### src/rtl/rr_arbiter8.sv
// rr_arbiter8 -- round-robin arbiter sharing one downstream resource among
// N requesters. The grant is registered and one-hot, with a matching binary
// index and a valid flag. A grant is held until its requester drops the
// request or the hold limit expires. It is always followed by one dead cycle,
// after which priority rotates to the requester after the one last served.
//
// Ports:
//   clk        rising-edge clock
//   rst        asynchronous active-high reset
//   en         when low, no new grant is issued (a running grant continues)
//   req[N]     level-sensitive request vector, bit i = requester i
//   gnt[N]     registered one-hot grant, zero when idle
//   gnt_idx    binary index of the granted requester, zero when idle
//   gnt_valid  high while any grant bit is set
//   preempt    one-cycle pulse in the dead cycle after a timeout release

module rr_arbiter8 #(
  parameter int N        = 8,
  parameter int IDXW     = 3,
  parameter int MAX_HOLD = 16,
  parameter int CNTW     = 8
) (
  input  logic            clk,
  input  logic            rst,
  input  logic            en,
  input  logic [N-1:0]    req,
  output logic [N-1:0]    gnt,
  output logic [IDXW-1:0] gnt_idx,
  output logic            gnt_valid,
  output logic            preempt
);

  typedef enum logic [1:0] {
    IDLE  = 2'd0,
    GRANT = 2'd1,
    REL   = 2'd2
  } state_t;

  // Last value hold_cnt reaches while a grant is visible.
  localparam logic [CNTW-1:0] HOLD_LAST = CNTW'(MAX_HOLD - 1);

  state_t          state;
  state_t          state_nx;
  logic [IDXW-1:0] ptr;
  logic [IDXW-1:0] ptr_nx;
  logic [CNTW-1:0] hold_cnt;
  logic [CNTW-1:0] hold_nx;
  logic [N-1:0]    gnt_nx;
  logic [IDXW-1:0] idx_nx;
  logic            valid_nx;
  logic            preempt_nx;

  // Rotating search
  logic            win_found;
  logic [IDXW-1:0] win_idx;
  logic [IDXW-1:0] cand;

  logic            req_live;
  logic            timeout;

  // Scan upward from ptr. The IDXW-bit add wraps 7->0 on its own, so this
  // needs no explicit modulo.
  always_comb begin
    win_found = 1'b0;
    win_idx   = '0;
    cand      = '0;
    for (int unsigned k = 0; k < N; k++) begin
      cand = ptr + IDXW'(k);
      if (!win_found && req[cand]) begin
        win_found = 1'b1;
        win_idx   = cand;
      end
    end
  end

  assign req_live = req[gnt_idx];
  assign timeout  = (hold_cnt == HOLD_LAST);

  always_comb begin
    state_nx   = state;
    ptr_nx     = ptr;
    hold_nx    = hold_cnt;
    gnt_nx     = gnt;
    idx_nx     = gnt_idx;
    valid_nx   = gnt_valid;
    preempt_nx = 1'b0;

    case (state)
      IDLE: begin
        gnt_nx   = '0;
        idx_nx   = '0;
        valid_nx = 1'b0;
        if (en && win_found) begin
          gnt_nx   = N'(1) << win_idx;
          idx_nx   = win_idx;
          valid_nx = 1'b1;
          hold_nx  = '0;
          state_nx = GRANT;
        end
      end

      GRANT: begin
        if (!req_live || timeout) begin
          gnt_nx     = '0;
          idx_nx     = '0;
          valid_nx   = 1'b0;
          ptr_nx     = gnt_idx + 1'b1;
          // A request that falls on the timeout cycle is a normal release.
          preempt_nx = req_live && timeout;
          state_nx   = REL;
        end else begin
          // The timeout release happens before the counter could wrap.
          hold_nx = hold_cnt + 1'b1;
        end
      end

      REL: begin
        gnt_nx   = '0;
        idx_nx   = '0;
        valid_nx = 1'b0;
        state_nx = IDLE;
      end

      default: begin
        gnt_nx   = '0;
        idx_nx   = '0;
        valid_nx = 1'b0;
        hold_nx  = '0;
        state_nx = IDLE;
      end
    endcase
  end

  always_ff @(posedge clk or posedge rst) begin
    if (rst) begin
      state     <= IDLE;
      ptr       <= '0;
      hold_cnt  <= '0;
      gnt       <= '0;
      gnt_idx   <= '0;
      gnt_valid <= 1'b0;
      preempt   <= 1'b0;
    end else begin
      state     <= state_nx;
      ptr       <= ptr_nx;
      hold_cnt  <= hold_nx;
      gnt       <= gnt_nx;
      gnt_idx   <= idx_nx;
      gnt_valid <= valid_nx;
      preempt   <= preempt_nx;
    end
  end

endmodule

### config.mk
export PLATFORM = sky130hd
export DESIGN_NAME = rr_arbiter8
export DESIGN_NICKNAME = d
export VERILOG_FILES = /design/src/rtl/rr_arbiter8.sv
export SDC_FILE = /design/constraint.sdc
export NUM_CORES = 1
export LEC_CHECK = 0
export CAP_MARGIN = 25
export CORE_MARGIN = 1
export CORE_UTILIZATION = 24
export DETAILED_ROUTE_END_ITERATION = 6
export PLACE_DENSITY = 0.5
export SLEW_MARGIN = 0
export SYNTH_ARGS = -nofsm -noshare
export SYNTH_HDL_FRONTEND = slang
export SYNTH_SLANG_ARGS = --single-unit
### constraint.sdc
create_clock -name clk -period 9.9 [get_ports clk]
set_input_delay 1.98 -clock clk [delete_from_list [all_inputs] [get_ports clk]]
set_output_delay 1.98 -clock clk [all_outputs]
set_load 0.03 [all_outputs]
## Word level (Yosys, flattened, before mapping)

Cells that the tools add are included.

- Flip-flop bits (word level): 26
- Input bits: 11

- $add $sub $neg: 9
- Magnitude comparators: 9
- Eq/ne operators: 6
- Shift-type cells: 1
- Mux-type cells: 51
- Bitwise operators: 1
- Reductions and logical operators: 22

Operators by type and width:

| cell | count |
|---|---|
| less-than comparator 3 x 4 -> 1 bit (second input constant) | 9 |
| two-way mux 8 bit | 4 |
| two-way mux 3 bit | 10 |
| binary-select mux 1 bit (select 3 bit) | 9 |
| one-hot mux 8 bit (3 select lines) | 1 |
| two-way mux 1 bit | 21 |
| one-hot mux 8 bit (2 select lines) | 1 |
| adder 3 bit (second input constant) | 4 |
| logical AND 1 bit | 9 |
| adder 8 x 1 -> 8 bit (second input constant) | 1 |
| equality test 8 x 4 -> 1 bit (second input constant) | 1 |
| zero test 1 bit | 8 |
| left shift 1 x 3 -> 8 bit (first input constant) | 1 |
| adder 3 x 1 -> 3 bit (second input constant) | 2 |
| adder 3 x 2 -> 3 bit (second input constant) | 2 |
| != test 2 bit (second input constant) | 3 |
| one-hot mux 3 bit (2 select lines) | 1 |
| two-way mux 2 bit | 2 |
| one-hot mux 2 bit (2 select lines) | 1 |
| AND reduction 2 bit | 2 |
| AND reduction 3 bit | 1 |
| equality test 2 x 1 -> 1 bit (second input constant) | 1 |
| equality test 2 bit (second input constant) | 1 |
| zero test 2 bit | 1 |
| 3 further kinds | 3 |

## Longest topological paths before layout

- Word-level depth: 27
- Depth in mapped cells: 13

## Worst setup path before layout

Ideal clock, no wire load.

- Path type: input port to flip-flop
- Start point: input req[4]
- End point: register hold_cnt[7]
- Arrival: 3950 ps
- Required time: 9779 ps
- Path slack: 5829 ps
- Stages: 9
- Buffers on the path: 1
- Cell sequence: mux4_2 mux2_4 a31oi_4 nor3b_4 a31o_4 and2_1 buf_6 o21ai_1 a22o_1

- Word-level cells in the longest chain between the ends: 27
- Elaborated cells on any way between the ends: 46

Ends and longest elaborated chain:

| item | RTL line | text |
|---|---|---|
| from (decl) | 26 | `input logic [N-1:0] req,` |
| binary-select mux 1 bit (select 3 bit) | 69 | `if (!win_found && req[cand]) begin` |
| two-way mux 1 bit (implied by the code) | 69 |  |
| two-way mux 1 bit | 69 |  |
| zero test 1 bit | 69 |  |
| logical AND 1 bit | 69 |  |
| two-way mux 1 bit | 69 |  |
| zero test 1 bit | 69 |  |
| logical AND 1 bit | 69 |  |
| [11 not listed] | -- |  |
| logical AND 1 bit | 69 |  |
| two-way mux 1 bit | 69 |  |
| zero test 1 bit | 69 |  |
| logical AND 1 bit | 69 |  |
| two-way mux 1 bit | 69 |  |
| logical AND 1 bit | 93 | `if (en && win_found) begin` |
| != test 2 bit (no line) | -- |  |
| AND reduction 3 bit (no line) (*) | -- |  |
| to (signal assigned) | 146 | `hold_cnt <= hold_nx;` |
| to (decl) | 46 | `logic [CNTW-1:0] hold_cnt;` |

Every way passes the cells marked *; elsewhere a longest branch is shown, timed or not. The select of a mux whose other input is x is not followed.
A chain may end at the register's enable or synchronous reset.

## Worst setup path in the final report

Same ends and word-level chain as after synthesis.

==> flow_metrics.tcl <==
set metrics [dict create \
    grt_pass1_wl_mm 9.163 \
    rsz0062_at_grt "no" \
    drc 0 \
    die_area_sq_mm 0.009483 \
    grt_use_met1_pct 17.20 \
    crit_chain "clkdlybuf4s50_1 > mux4_2 > mux2_4 > a31oi_4 > nor3b_4 > a31o_4 > and2_1 > o21ai_1 > a22o_1" \
    clockBufferDepth 2 \
    skew_ns 0.006016 \
    outcome "finished, final reports clean" \
    slowest_delay_ns 0.58 \
    grt_usage_pct 11.73 \
    cp.buffers_inverters 1 \
    post-cts-setup-buffers 0 \
    synth_area_leader_cell "dfrtp_1" \
    worstMarginPinSlew_ns 0.7446 \
    cts.htree.levels 1 \
    cts_root_buffer "clkbuf_8" \
    n_antenna_cell 0 \
    min_period_ns 4.622 \
    first_pass_iters 4 \
    drtIter0Drc 83 \
    power_density_mw_per_mm2 297.0 \
    hp-class "reg2reg" \
    wl_mm 5.353 \
    row_count 34 \
    start_util_pct 24.91 \
    cts.clk_slew.worst_paths_ns 0.09 \
    cts_hold_buf 0 \
    path_max_fanout 11 \
    vias 1813 \
    synth_area_leaders "dfrtp_1 30%, mux4_2 12%, nand2_1 5.7%" \
    place_hpwl_mm 4.041 \
    critical_path_arrival_ns 4.80 \
    worst-setup-path-type "in2reg" \
    grt_max_degree 27 \
    yosysUniqueCellTypes 58 \
    place_congestion 0.8251 \
    ys_seq_area_share_pct 29.80 \
    synth.avg_cell_area_sq_um 9.924 \
    crit_family "multiplexers" \
    first_global_vias 1800 \
    finalSetupViolCount 0 \
    netlist_instances 220 \
    ant_nets 0 \
    dpl.cell_count 342 \
    slew_headroom_pct 50.36 \
    cp.required_ns 10.08 \
    syn_area_sq_mm 0.002183 \
    ys_warn_count 0 \
    critPathCaptureType "flop" \
    drv_slew 0 \
    portBuffers 23 \
    hold_viol_final 0 \
    synthArstFlopShare_pct 100.0 \
    vdd_drop_max_mv 0.1004 \
    cp_slowest_cell "mux4_2" \
    fin_util_pct 29.30 \
    syn_to_final_growth_pct 17.59 \
    worst_slack_ns 5.278 \
    numCtsBuffers 3 \
    cts_sinks 26 \
    wire_per_inst_microns 15.43 \
    ys.flop_type "dfrtp_1" \
    final_nets 255 \
    drive_above_1_share_pct 14.23 \
    power.leakage_nw 1.031 \
    antenna_found_initial 0 \
    drv_cap 0 \
    die_y_microns 97.38 \
    cts_tree "done" \
    grt_busiest_layer "met2" \
    grt_use_met2_pct 18.02 \
    grt-ovfl-total 0 \
    pre_cts_slack_ns 4.968 \
    synth-seq-cells 26 \
    insertion_delay_ns 0.28 \
    core-area_sq_mm 0.008763 \
    die_w_microns 97.38 \
    synth_edf_count 0 \
    globalRouteMet3Util_pct 1.151 \
    tns_ns 0 \
    fin_cells 347 \
    cp-start-kind "input pin" \
    via_per_inst 5.225 \
    fmax_ghz 0.2163 \
    synth_nets 235 \
    io_pins 24 \
    ctsResizeCount 0 \
    synth_top_area_share_pct 29.80 \
    fin_crit_sh_pct 46.69 \
]
[synth_stat cells (2+ instances only)]
cell type and instances:
nand2_1 33, dfrtp_1 26, o21ai_1 18, nor2_1 16, mux4_2 12, a21oi_1 10
inv_1 9, mux2i_1 8, o21ai_0 6, a22o_1 5, nand3_1 5, ha_1 4
nand2b_1 4, o221ai_1 4, and3_1 3, buf_2 3, buf_6 3, mux2_2 3
xnor2_1 3, a21o_1 2, a31o_4 2, a31oi_1 2, buf_1 2, mux4_1 2
o21bai_1 2
[flip-flops by register name, summed over array words and instances (netlist names)]
signal / count
gnt_idx: 3
hold_cnt: 8
ptr: 3
state: 2
gnt_valid: 1
preempt: 1
gnt: 8
[cell families (layout without fill, tap and decap cells)]
| kind of cell | after synthesis | count (layout) | synth area share, % |
|---|---|---|---|
| DFF | 26 | 26 | 29.80 |
| buffers and inverters | 19 | 38 | 4.642 |
| xor gates and xnor gates | 4 | 4 | 1.605 |
| adders and majority gates | 4 | 4 | 2.292 |
| AOI/OAI and AO/OA | 68 | 68 | 25.10 |
| muxes | 26 | 26 | 20.69 |
| and+or+nand+nor | 73 | 73 | 15.88 |
[worst paths after layout]
check                      slack [ns]  depth (start not counted)       from     endpoint
min reg2reg                      0.50                          2  gnt_valid    gnt_valid
max reg2reg                      5.79                         10     ptr[0]       gnt[2]
min                              0.50                          2  gnt_valid    gnt_valid
max                              5.28                          9     req[4]  hold_cnt[7]
min in group asynchronous        1.92                          2        rst       gnt[4]
max in group asynchronous        7.60                          3        rst     state[0]
[through the flow]
step / area [sq um] / hold slack [ns] / power [mW]
after CTS: 2540 / 0.5007 / 0.7686
final: 2567 / 0.4995 / 0.7624
after global routing: 2567 / 0.5197 / 0.8284
after detailed placement: 2485 / 0.4843 / 0.6961
after floorplan: 2183 / 0.4461 / 0.5863
after global placement: 2485 / 0.4748 / 0.6941
[area by class of cell]
cell class              instances  area, sq um
well taps                     108        135.1
fillers                       929         6196
inverters                      10        37.54
repair buffers                 24        257.7
multi-input cells             175         1431
clock buffers                   4        55.05
flip-flops and latches         26        650.6
[cell usage in the layout, fill, tap and decap left out, types with 6 or more instances in the layout]
cell	n
a21oi_1	10
clkdlybuf4s50_1	23
dfrtp_1	26
inv_1	9
mux2i_1	8
mux4_2	12
nand2_1	33
nor2_1	16
o21ai_0	6
o21ai_1	18
[per-layer routing]
layer	wire (microns)	vias to the layer above
li1	-	875
met2	2363	39
met5	0	-
met4	109	0
met1	2738	890
met3	141	9
[worst min-delay path, cell delays in order (launching register included)]
cell     delay, ns
dfrtp_1       0.36
nand2_1       0.05
nand2_1       0.06
[where the power goes]
part | switching, mW | internal [mW]
logic | 0.298 | 0.222
registers | 0.0411 | 0.132
clock network | 0.0347 | 0.0356
total | 0.373 | 0.389
Power figures use the tool's default switching activity.
